`src/rtl/dram_rw_seq.sv`:
```
// Purpose : serial-address DRAM burst sequencer (write, read, write-then-verify)
//           over NCH one-bit chips.
// Latency : DONE at 1+L*(AW+T+1) cycles after acceptance (L=burst_len+1);
//           write-then-verify takes 1+L*(2*AW+TWR+TRD+2).
// Backpress: none; commands are taken only in IDLE, io_en is ignored while busy.
//
// Ports:
//   clk, rst                  clock, synchronous active-high reset
//   io_en, io_model           command strobe and mode (01 wr, 10 rd, 11 wr+verify)
//   base_addr, burst_len      first address, word count minus one
//   wr_data                   write pattern seed, rotated left by word index
//   rd_data_in                sense-amp outputs from the chips
//   add_in, add_valid         serial address (MSB first) and shift enable
//   d_in, data_valid, wri_en  write word and its enables
//   rd_en, vsaen              read wordline and sense-amp enables
//   rd_data, rd_valid         last sensed word and its update strobe
//   wt_done, rd_done, busy    completion pulses and activity flag
//   err, mismatch_cnt         verify mismatch flag and saturating count
module dram_rw_seq #(
  parameter int NCH = 16,
  parameter int AW  = 6,
  parameter int BW  = 4,
  parameter int TWR = 4,
  parameter int TRD = 4
) (
  input  logic           clk,
  input  logic           rst,
  input  logic           io_en,
  input  logic [1:0]     io_model,
  input  logic [AW-1:0]  base_addr,
  input  logic [BW-1:0]  burst_len,
  input  logic [NCH-1:0] wr_data,
  input  logic [NCH-1:0] rd_data_in,
  output logic           add_in,
  output logic           add_valid,
  output logic [NCH-1:0] d_in,
  output logic           data_valid,
  output logic           wri_en,
  output logic           rd_en,
  output logic           vsaen,
  output logic [NCH-1:0] rd_data,
  output logic           rd_valid,
  output logic           wt_done,
  output logic           rd_done,
  output logic           busy,
  output logic           err,
  output logic [BW:0]    mismatch_cnt
);

  localparam int CW = 8;

  typedef enum logic [2:0] {
    S_IDLE, S_ADDR, S_WRITE, S_READ, S_NEXT, S_DONE
  } state_t;

  state_t          r_state, w_nxt;
  logic [CW-1:0]   r_cnt;
  logic [1:0]      r_mode;
  logic [AW-1:0]   r_base;
  logic [AW-1:0]   r_addr;
  logic [AW-1:0]   r_sh;
  logic [BW-1:0]   r_blen;
  logic [BW-1:0]   r_k;
  logic [NCH-1:0]  r_wdat;
  logic            r_rdpass;
  logic [NCH-1:0]  r_rd_data;
  logic            r_err;
  logic [BW:0]     r_mcnt;

  logic [NCH-1:0]  w_pat;
  logic            w_accept;
  logic            w_last_word;
  logic            w_rd_last;

  // Upper half of {v,v} shifted left by s is v rotated left by s (s < NCH).
  function automatic logic [NCH-1:0] rotl(input logic [NCH-1:0] v, input int s);
    logic [2*NCH-1:0] d;
    d = {v, v} << s;
    return d[2*NCH-1:NCH];
  endfunction

  assign w_pat       = rotl(r_wdat, int'(r_k) % NCH);
  assign w_accept    = (r_state == S_IDLE) && io_en && (io_model != 2'b00);
  assign w_last_word = (r_k == r_blen);
  assign w_rd_last   = (r_state == S_READ) && (r_cnt == CW'(TRD - 1));

  always_comb begin
    w_nxt      = r_state;
    add_in     = 1'b0;
    add_valid  = 1'b0;
    d_in       = '0;
    data_valid = 1'b0;
    wri_en     = 1'b0;
    rd_en      = 1'b0;
    vsaen      = 1'b0;
    rd_valid   = 1'b0;
    wt_done    = 1'b0;
    rd_done    = 1'b0;
    unique case (r_state)
      S_IDLE: begin
        if (w_accept) w_nxt = S_ADDR;
      end
      S_ADDR: begin
        add_valid = 1'b1;
        add_in    = r_sh[AW-1];
        if (r_cnt == CW'(AW - 1)) w_nxt = r_rdpass ? S_READ : S_WRITE;
      end
      S_WRITE: begin
        data_valid = 1'b1;
        wri_en     = 1'b1;
        d_in       = w_pat;
        if (r_cnt == CW'(TWR - 1)) w_nxt = S_NEXT;
      end
      S_READ: begin
        rd_en = 1'b1;
        vsaen = w_rd_last;
        if (w_rd_last) w_nxt = S_NEXT;
      end
      S_NEXT: begin
        rd_valid = r_rdpass;
        if (!w_last_word)                         w_nxt = S_ADDR;
        else if (r_mode == 2'b11 && !r_rdpass)    w_nxt = S_ADDR;
        else                                      w_nxt = S_DONE;
      end
      S_DONE: begin
        wt_done = r_mode[0];
        rd_done = r_mode[1];
        w_nxt   = S_IDLE;
      end
      default: w_nxt = S_IDLE;
    endcase
  end

  always_ff @(posedge clk) begin
    if (rst) begin
      r_state   <= S_IDLE;
      r_cnt     <= '0;
      r_mode    <= 2'b00;
      r_base    <= '0;
      r_addr    <= '0;
      r_sh      <= '0;
      r_blen    <= '0;
      r_k       <= '0;
      r_wdat    <= '0;
      r_rdpass  <= 1'b0;
      r_rd_data <= '0;
      r_err     <= 1'b0;
      r_mcnt    <= '0;
    end else begin
      r_state <= w_nxt;
      // Phase counter restarts on every state change.
      r_cnt   <= (w_nxt != r_state) ? '0 : r_cnt + 1'b1;

      if (w_accept) begin
        r_mode   <= io_model;
        r_base   <= base_addr;
        r_addr   <= base_addr;
        r_sh     <= base_addr;
        r_blen   <= burst_len;
        r_wdat   <= wr_data;
        r_k      <= '0;
        r_rdpass <= (io_model == 2'b10);
        r_err    <= 1'b0;
        r_mcnt   <= '0;
      end

      if (r_state == S_ADDR) r_sh <= r_sh << 1;

      if (w_rd_last) begin
        r_rd_data <= rd_data_in;
        if (r_mode == 2'b11 && rd_data_in != w_pat) begin
          r_err <= 1'b1;
          if (r_mcnt != '1) r_mcnt <= r_mcnt + 1'b1;
        end
      end

      if (r_state == S_NEXT) begin
        if (!w_last_word) begin
          r_addr <= r_addr + 1'b1;
          r_sh   <= r_addr + 1'b1;
          r_k    <= r_k + 1'b1;
        end else if (r_mode == 2'b11 && !r_rdpass) begin
          // Write pass finished: rewind for the verify read pass.
          r_addr   <= r_base;
          r_sh     <= r_base;
          r_k      <= '0;
          r_rdpass <= 1'b1;
        end
      end
    end
  end

  assign busy         = (r_state != S_IDLE);
  assign rd_data      = r_rd_data;
  assign err          = r_err;
  assign mismatch_cnt = r_mcnt;

endmodule

```
`config.mk`:
```
export PLATFORM = sky130hd
export DESIGN_NAME = dram_rw_seq
export DESIGN_NICKNAME = d
export VERILOG_FILES = /design/src/rtl/dram_rw_seq.sv
export SDC_FILE = /design/constraint.sdc
export NUM_CORES = 1
export LEC_CHECK = 0
export BUFFER_PORTS_ARGS = -buffer_cell sky130_fd_sc_hd__buf_2
export CAP_MARGIN = 10
export CORE_ASPECT_RATIO = 0.9
export CORE_UTILIZATION = 31
export CTS_BUF_LIST = sky130_fd_sc_hd__clkbuf_8
export DETAILED_ROUTE_END_ITERATION = 8
export PLACE_DENSITY = 0.49
export SYNTH_ARGS = -nofsm -noshare
export SYNTH_HDL_FRONTEND = slang
export SYNTH_SLANG_ARGS = --single-unit
```
`constraint.sdc`:
```
create_clock -name clk -period 2.8 [get_ports clk]
set_clock_uncertainty 0.1 [all_clocks]
set_input_delay 0.14 -clock clk [delete_from_list [all_inputs] [get_ports clk]]
set_output_delay 0.14 -clock clk [all_outputs]
set_load 0.01 [all_outputs]
```
---- Yosys cells after proc, flatten, opt, wreduce, memory -nomap -nowiden ----
Index checks and enable logic that the tools add are counted.
Widths: inputs -> output; s select.
cells by class
  reductions and logical operators ........ 10
  $add $sub $neg .......................... 4
  equality and inequality tests ........... 13
  multiplexer cells ....................... 41
  shift-type cells ........................ 1
operators by type and width
  kind                 count
  $mux 6               9
  $shl 32x4->32        1
  $mux 5               4
  $mux 3               6
  $mux 1               16
  $mux 16              1
  $mux 4               4
  $ne 16x16->1         1
  $pmux 3 s5           1
  $add 8x1->8 const B  1
  $eq 8x2->1 const B   1
  $eq 8x3->1 const B   1
  $add 6x1->6 const B  1
  $eq 3x2->1 const B   2
  $eq 3x3->1 const B   2
  $add 5x1->5 const B  1
  $logic_and 1x1->1    5
  $ne 5x5->1 const B   1
  $add 4x1->4 const B  1
  $eq 2x2->1 const B   2
  $eq 4x4->1           1
  $eq 3x1->1 const B   1
  $logic_not 3->1      1
  $ne 3x3->1           1
  4 further kinds      4
storage, ports and cells
  logic and storage cells ................. 82
  bits in registers ....................... 78
  output and inout port bits .............. 48
  bits of input ports ..................... 47

---- Logic depth before layout (Yosys ltp) ----
Gate-level depths: netlist of run 1.
  word-level depth ........................ 8
  depth in mapped cells ................... 12
  mapped depth without buffers ............ 9

---- Worst setup path before layout of run 1 ----
No wires, ideal clock.
  kind .................................... register to register
  start point ............................. register r_k[0]
  end point ............................... register r_mcnt[0], in the netlist mismatch_cnt[0]
  required time ........................... 2.635 ns
  clock period less this slack ............ 2.824 ns
  slack ................................... -0.024 ns
  buffers on the path ..................... 1
  setup time .............................. 0.065 ns
  cell stages (with the launch flop) ...... 11
  arrival ................................. 2.659 ns
  cells stage by stage .................... dfxtp_1 buf_4 mux4_1 mux2i_4 mux2_2 nor3_1 a211o_1 nand4_2 o21ai_4 mux2_4 nor2_1
on the way
  longest elaborated chain between the ends .. 5
ends and longest elaborated chain
  element                 RTL line  text
  start, declared         63        logic [BW-1:0] r_k;
  start signal, assigned  181       r_k <= r_k + 1'b1;
  $shl 32x4->32           78        d = {v, v} << s;
  $ne 16x16->1            171       if (r_mode == 2'b11 && rd_data_in != w_pat) begin
  $logic_and 1x1->1       171
  $mux 5                  171
  $mux 5                  169       if (w_rd_last) begin
  end signal, assigned    173       if (r_mcnt != '1) r_mcnt <= r_mcnt + 1'b1;
  end, declared           68        logic [BW:0] r_mcnt;
Every way passes these cells.
A chain may end at the register's enable or synchronous reset.

---- Worst setup path in the final report of run 1 ----
  start point ............................. register r_k[3]
  end point ............................... register r_mcnt[0], in the netlist mismatch_cnt[0]
Same word-level chain as after synthesis.

==> results.json, run 1 <==
{
  "yosys.area.top_type": "dfxtp_1",
  "internal_power_w": 0.00181,
  "grt_overflow_total": 0,
  "power_density_mw_per_mm2": 397,
  "drt_pre_antenna_iters": 4,
  "run_status": "complete, but fails checks",
  "post_synth_main_area_contributors": "dfxtp_1 33%, nand2_1 9.3%, mux4_2 7.1%",
  "critical-path-top-cell-by-count": "mux2_4",
  "postSynthNetCount": 610,
  "total_power_w": 0.00255,
  "timing.setup.critical_path_class": "reg2reg",
  "clockPowerShare_pct": 33.7,
  "worst-path-buf-inv": 1,
  "critical-path-top-delay-family": "multiplexers",
  "sw_frac_of_total_pct": 28.8,
  "fmaxAchievable_mhz": 344,
  "num_antenna_cells": 0,
  "power.switching_w": 0.000732,
  "maxSlewViolCount": 0,
  "final-setup-viol-count": 5,
  "cts.sink_count": 78,
  "crit-reg2reg-launch": "r_k[3]",
  "unrepaired_setup_endpoints_after_global_routing": "true",
  "route.vias.total": 4480,
  "cp_slowest_cell": "mux4_2",
  "ctsHtreeMaxLevel": 3,
  "failed_checks": "setup timing",
  "synth-seq-cells": 78,
  "place.gp.congestion": 0.875,
  "boundaryPins": 95,
  "die-height_um": 120,
  "cts.root.buffer_cell": "clkbuf_8",
  "routedWlPerCell_um": 15.0,
  "numPortBuffers": 94,
  "die_w_um": 133,
  "cp-end-kind": "flip-flop",
  "crit_fanout": 7,
  "synth.avg_cell_area_um2": 8.59,
  "worst_setup_path_start_kind": "flip-flop",
  "cts_made_buffers": 9,
  "yosysUniqueCellTypes": 47,
  "worst_hold_path_type": "in2reg",
  "postSynth.asyncResetShare_pct": 0,
  "design.die.area_mm2": 0.0159,
  "final_min_period_over_clock_period_pct": 104,
  "max-slew-margin-rel_pct": 57.6,
  "grt_pass1_wl_um": 21800,
  "synth-main-ff-cell": "dfxtp_1",
  "timing_worst_slew_pin_value_ns": 0.637,
  "critPathRequiredTime_ns": 3.00,
  "grt_pass1_vias": 4206,
  "drt-total-wl_um": 13700,
  "clk_transition_reported_paths_ns": 0.08,
  "placement_rows": 42,
  "dp.final_hpwl_um": 10200,
  "cellLeakagePower_nw": 2.60,
  "max-clock-path-buffers": 2,
  "clk_latency_ns": 0.38,
  "critical-path-max-stage-delay_ns": 0.53,
  "detail_route.drc_violations": 0,
  "proportion_of_synthesized_chip_area_in_sequential_cells_pct": 32.6,
  "area_delta_synth_final_pct": 34.0,
  "grt_max_degree": 28,
  "path_cells": "buf_12 -> mux4_2 -> mux2_4 -> mux2i_4 -> xnor2_2 -> a2111oi_4 -> nand3b_4 -> o21ai_4 -> mux2_4 -> nor2_1",
  "share_comb_of_total_power_pct": 18.6,
  "fin_setup_tns_ns": -0.293,
  "ir_worst_vdd_uv": 214,
  "drive_gt1_share_pct": 29.3,
  "detailedRoute.firstIterationViolations": 181,
  "edff_count_synth": 0,
  "fin_worst_hold_slack_ns": 0.0586,
  "synth-warning-count": 0,
  "startpoint": "r_k[3]",
  "antenna_found_initial": 0,
  "yosysTopAreaCellShare_pct": 32.6,
  "min-delay-start": "io_model[1]",
  "core_area_mm2": 0.0149,
  "final_nets": 769,
  "vias_per_cell": 4.88,
  "final_hold_viol_count": 0,
  "synthesis.area_mm2": 0.00478,
  "floorplan.initialDensity_pct": 32.2,
  "pwr-share-seq_pct": 47.7,
  "groute.usage.overall_pct": 17.6,
  "netlist_instances": 557,
  "finalCriticalPeriod_ns": 2.91,
  "tritoncts": "built",
  "worst-endpoint-arrival_ns": 3.11,
  "final_antenna_net_count": 0,
  "post-route-worst-setup-slack_ns": -0.108,
  "timing.max_cap.violations": 0
}
## worst min-delay path, stage by stage
cell and delay (ns):
buf_2 0.09, nand3_1 0.16, a21oi_1 0.09
## synthesized netlist by cell type, types with 3 or more instances
cell	count
nand3_1	21
o21ai_0	8
mux2i_1	16
mux2i_4	6
xor2_1	16
a211o_1	4
mux2_4	4
nand2b_1	6
xnor2_1	16
buf_2	8
o211ai_1	10
and2_1	9
mux2_2	6
nor2_1	39
mux4_1	6
and3_1	8
inv_1	10
nor3_1	9
nand2_1	119
a211oi_1	9
ha_1	6
dfxtp_1	78
a22oi_1	3
a31oi_1	8
clkbuf_1	21
a21oi_1	67
mux4_2	15
buf_6	3
## stage by stage
step	util, %	cells	cell area (um^2)	setup slack [ns]
global route	43.1	918	6410	-0.186
CTS	42.6	916	6330	-0.0789
detailed placement	38.2	855	5680	-0.277
global placement	38.2	855	5680	-0.228
floorplan	-	557	4800	-0.00411
finish	43.1	918	6410	-0.108
## final timing paths
check | end | slack [ns] | cells past startpoint
worst max-delay path | mismatch_cnt[0] | -0.11 | 10
worst min-delay path | r_mode[1] | 0.06 | 3
worst max register to register | mismatch_cnt[0] | -0.11 | 10
worst min register to register | rd_data[0] | 0.35 | 2
## sequential cells by signal (all words and copies together) (netlist names)
name          count
r_addr            6
r_rdpass          1
err               1
r_blen            4
mismatch_cnt      5
r_sh              6
rd_data          16
r_state           3
r_mode            2
r_cnt             8
r_base            6
r_wdat           16
r_k               4
## power groups by stage
| stage | clock network [W] | logic (W) | registers (W) |
|---|---|---|---|
| 2_1_floorplan | 0 | 0.000284 | 0.00122 |
| 3_3_place_gp | 0 | 0.000417 | 0.00124 |
| 3_5_place_dp | 0 | 0.000422 | 0.00124 |
| 4_1_cts | 0.000890 | 0.000472 | 0.00121 |
| 5_1_grt | 0.000934 | 0.000522 | 0.00122 |
| 6_report | 0.000858 | 0.000473 | 0.00121 |
## layer usage
layer | wire length [um] | up-vias | GRT usage [%] | part of all wire [%]
met5 | 0 | - | 0 | 0
met4 | 238 | 0 | 5.75 | 1.7
met3 | 627 | 20 | 3.89 | 4.6
met2 | 6030 | 111 | 27.1 | 44
met1 | 6850 | 2072 | 24.3 | 50
li1 | - | 2277 | - | -
## cell usage in the layout, fill, tap and decap left out, types with 10 or more instances in the layout
cell type,instances
clkbuf_8,10
dfxtp_1,75
xor2_1,16
nand2_1,119
mux2i_1,14
inv_1,11
buf_2,94
dlygate4sd3_1,42
o211ai_1,10
xnor2_1,15
mux4_2,19
nor2_1,39
nand3_1,20
buf_4,42
a21oi_1,66
## area by class of cell
type,count,area (um^2)
Inverter,11,45.0
Tap cell,198,248
Multi-Input combinational cell,431,3030
Clock buffer,10,138
Fill cell,1506,8460
Clock inverter,5,51.3
Timing Repair Buffer,185,1330
Sequential cell,78,1570
## logic make-up (layout without fill, tap and decap cells)
group / count (synthesis) / in the layout / synth area share (%)
flip-flops: 78 / 78 / 32.6
buffers and inverters: 48 / 211 / 4.84
XOR/XNOR: 32 / 32 / 5.86
adder cells (fa/ha/maj): 6 / 6 / 1.57
AND/OR/NAND/NOR: 224 / 224 / 20.8
AO/OA/AOI/OAI: 115 / 115 / 14.8
multiplexers: 54 / 54 / 19.5
## timing repair
| action | 4_1_cts | 5_1_grt |
|---|---|---|
| endpoints found under the hold margin | 47 | 0 |
| hold buffers | 42 | 0 |
| resized for setup | 11 | 14 |
| gates cloned | 0 | 1 |
| pin swaps | 1 | 6 |
| buffers inserted | 4 | 1 |
| setup endpoints to repair | 6 | 7 |
Note: power is estimated with default switching activity, not from simulation.
==> inputs of run 2 (changes only) <==
ABC_AREA = 1   (was default)
==> run 2 against run 1 <==
  * The flow now finishes without violations
  * Clock power is 7.6% lower
  * Largest power group unchanged
  * Total power decreased by 4.8%
  * Worst setup slack better by 0.46 ns
==> results.json, run 2 <==
{
  "run_status": "finished clean",
  "timing_worst_slew_pin_value_ns": 0.821,
  "vias_per_cell": 4.83,
  "mostFrequentLayoutCell": "nand2_1",
  "mostFrequentLayoutCells": "187 x nand2_1, 94 x buf_2, 79 x nand3_1",
  "yosysTopAreaCellShare_pct": 32.1,
  "worst-endpoint-arrival_ns": 2.20,
  "num_antenna_cells": 0,
  "yosys.area.top_type": "dfxtp_1",
  "postSynth.asyncResetShare_pct": 0,
  "design.die.area_mm2": 0.0162,
  "cellLeakagePower_nw": 2.69,
  "regArea_mm2": 0.00156,
  "cts_made_buffers": 9,
  "grt_max_degree": 46,
  "ctsHoldBuffers": 40,
  "cts.root.buffer_cell": "clkbuf_8",
  "route.vias.total": 4982,
  "worst_hold_path_type": "in2reg",
  "crit_fanout": 19,
  "synth-seq-cells": 78,
  "drt_pre_antenna_iters": 5,
  "detailedRoute.firstIterationViolations": 307,
  "timing.reg2reg.setup_slack_ns": 0.51,
  "edff_count_synth": 0,
  "fin_setup_tns_ns": 0,
  "drive_gt1_share_pct": 23.2,
  "crit-reg2reg-launch": "r_k[0]",
  "detail_route.drc_violations": 0,
  "critical-path-max-stage-delay_ns": 0.45,
  "clk_latency_ns": 0.37,
  "critPathRequiredTime_ns": 2.56,
  "post-route-worst-setup-slack_ns": 0.356,
  "utilization_pct": 39.1,
  "path_cells": "nor2_1 -> inv_2 -> nor2_1 -> nand2_1 -> clkinv_1 -> buf_2",
  "cts.sink_count": 78,
  "cell_count_final_fillers_out": 1031,
  "place.detailed.instances": 975,
  "worst_setup_path_start_kind": "flip-flop",
  "yosysUniqueCellTypes": 39,
  "timing.rr.end": "r_sh[0]",
  "total_power_w": 0.00242,
  "min_delay_path_depth": 3,
  "yosysMostFrequentCell": "nand2_1",
  "tritoncts": "built",
  "synth-main-ff-cell": "dfxtp_1",
  "routedWlPerCell_um": 13.8,
  "timing.max_cap.violations": 0,
  "timing.setup.critical_path_class": "reg2out",
  "final-setup-viol-count": 0,
  "finalCriticalPeriod_ns": 2.44,
  "ctsHtreeMaxLevel": 3,
  "postSynthNetCount": 755,
  "worst-path-buf-inv": 3,
  "floorplan.initialDensity_pct": 31.6,
  "grt_pass1_vias": 4947,
  "grt_pass1_wl_um": 23300,
  "final_antenna_net_count": 0,
  "area_delta_synth_final_pct": 23.9,
  "placement_rows": 43,
  "synthesis.area_mm2": 0.00486,
  "grt_overflow_total": 0,
  "multiInputGateArea_mm2": 0.00292,
  "core_area_mm2": 0.0154,
  "cp-end-kind": "output port",
  "reg2reg_depth": 12,
  "power_density_mw_per_mm2": 402,
  "unrepaired_setup_endpoints_after_global_routing": "false",
  "synth_common_cells": "187 x nand2_1, 79 x nand3_1, 78 x dfxtp_1",
  "die_w_um": 134,
  "clk_transition_reported_paths_ns": 0.09,
  "timing.hold.worst_endpoint": "r_base[2]",
  "die-height_um": 121,
  "proportion_of_synthesized_chip_area_in_sequential_cells_pct": 32.1,
  "numPortBuffers": 94,
  "cts_setup_buffers": 0,
  "max-clock-path-buffers": 2,
  "maxSlewViolCount": 0,
  "dp.final_hpwl_um": 10800,
  "num-fill-cells": 1700,
  "synth.avg_cell_area_um2": 6.92,
  "ir_worst_vdd_uv": 218,
  "groute.usage.overall_pct": 18.3,
  "antenna_found_initial": 0,
  "max-slew-margin-rel_pct": 45.2,
  "critical-path-top-delay-family": "buffers and inverters",
  "critical-path-top-cell-by-count": "nor2_1",
  "synth-warning-count": 0,
  "fmaxAchievable_mhz": 409,
  "drt-total-wl_um": 14200,
  "post_synth_main_area_contributors": "dfxtp_1 32%, nand2_1 14%, nand3_2 8.7%",
  "place.gp.congestion": 0.829,
  "dpl_worst_slack_ns": 0.531,
  "min-delay-start": "base_addr[2]",
  "netlist_instances": 702,
  "cts_resized": 0,
  "final_min_period_over_clock_period_pct": 87.3,
  "final_nets": 877,
  "cp_slowest_cell": "clkinv_1",
  "final_hold_viol_count": 0,
  "boundaryPins": 95
}
run 2: cell types whose count changed after synthesis, moves of 11 or more:
cell	change
nand2_1	+68
nand3_1	+58
nand3_2	+42
nor2_1	+29
inv_1	+24
a21oi_1	-20
o21ai_0	+19
mux2i_1	-16
mux4_2	-15
nand3b_1	+14
xnor2_1	-14
nor3_1	+11
run 2: cell type report:
| type | count | area share, % |
|---|---|---|
| Tap cell | 202 | 4.20 |
| Inverter | 43 | 2.76 |
| Clock inverter | 6 | 0.644 |
| Clock buffer | 10 | 2.29 |
| Sequential cell | 78 | 25.9 |
| Multi-Input combinational cell | 548 | 48.5 |
| Timing Repair Buffer | 144 | 15.7 |
run 2: worst max-delay path by stage:
stage | endpoint | cells after the start | slack, ns | start
2_1_floorplan | mismatch_cnt[0] | 17 | 0.87 | r_k[0]
3_3_place_gp | mismatch_cnt[0] | 16 | 0.60 | r_k[0]
3_5_place_dp | r_sh[0] | 12 | 0.53 | r_k[0]
4_1_cts | vsaen | 6 | 0.32 | r_state[2]
5_1_grt | vsaen | 6 | 0.18 | r_state[2]
6_report | vsaen | 6 | 0.36 | r_state[2]
run 2: worst register-to-register path, delay by kind of cell, from the launching register on:
family | cells | cell delay [ns]
AO/OA/AOI/OAI | 2 | 0.41
XOR/XNOR | 1 | 0.14
buffers and inverters | 2 | 0.36
flip-flops | 1 | 0.34
AND/OR/NAND/NOR | 7 | 0.89
run 2: logic make-up (layout without fill, tap and decap cells):
family | after synthesis | in the layout | synth area share (%)
adders and majority gates | 6 | 6 | 1.55
buffers and inverters | 76 | 203 | 7.83
xor gates and xnor gates | 12 | 12 | 2.16
and+or+nand+nor | 436 | 436 | 45.8
AOI/OAI and AO/OA | 94 | 94 | 10.6
DFF | 78 | 78 | 32.1
run 2: through the flow:
stage	hold slack, ns	cell area (um^2)
global placement	0.300	5440
finish	0.0232	6020
CTS	0.00969	6020
detailed placement	0.303	5440
global route	0.0263	6020
floorplan	0.189	4860
run 2: per-layer routing:
| layer | GRT usage [%] | wire, um | up-vias |
|---|---|---|---|
| met3 | 3.48 | 565 | 11 |
| met2 | 32.0 | 6910 | 92 |
| met4 | 6.39 | 179 | 0 |
| li1 | - | - | 2570 |
| met1 | 22.1 | 6550 | 2309 |
| met5 | 0 | 0 | - |
run 2: power breakdown:
group | internal (W) | switching [W] | leakage (nW)
Clock | 0.000341 | 0.000452 | 0.0817
Sequential | 0.00116 | 0.0000420 | 0.635
Combinational | 0.000174 | 0.000254 | 1.97
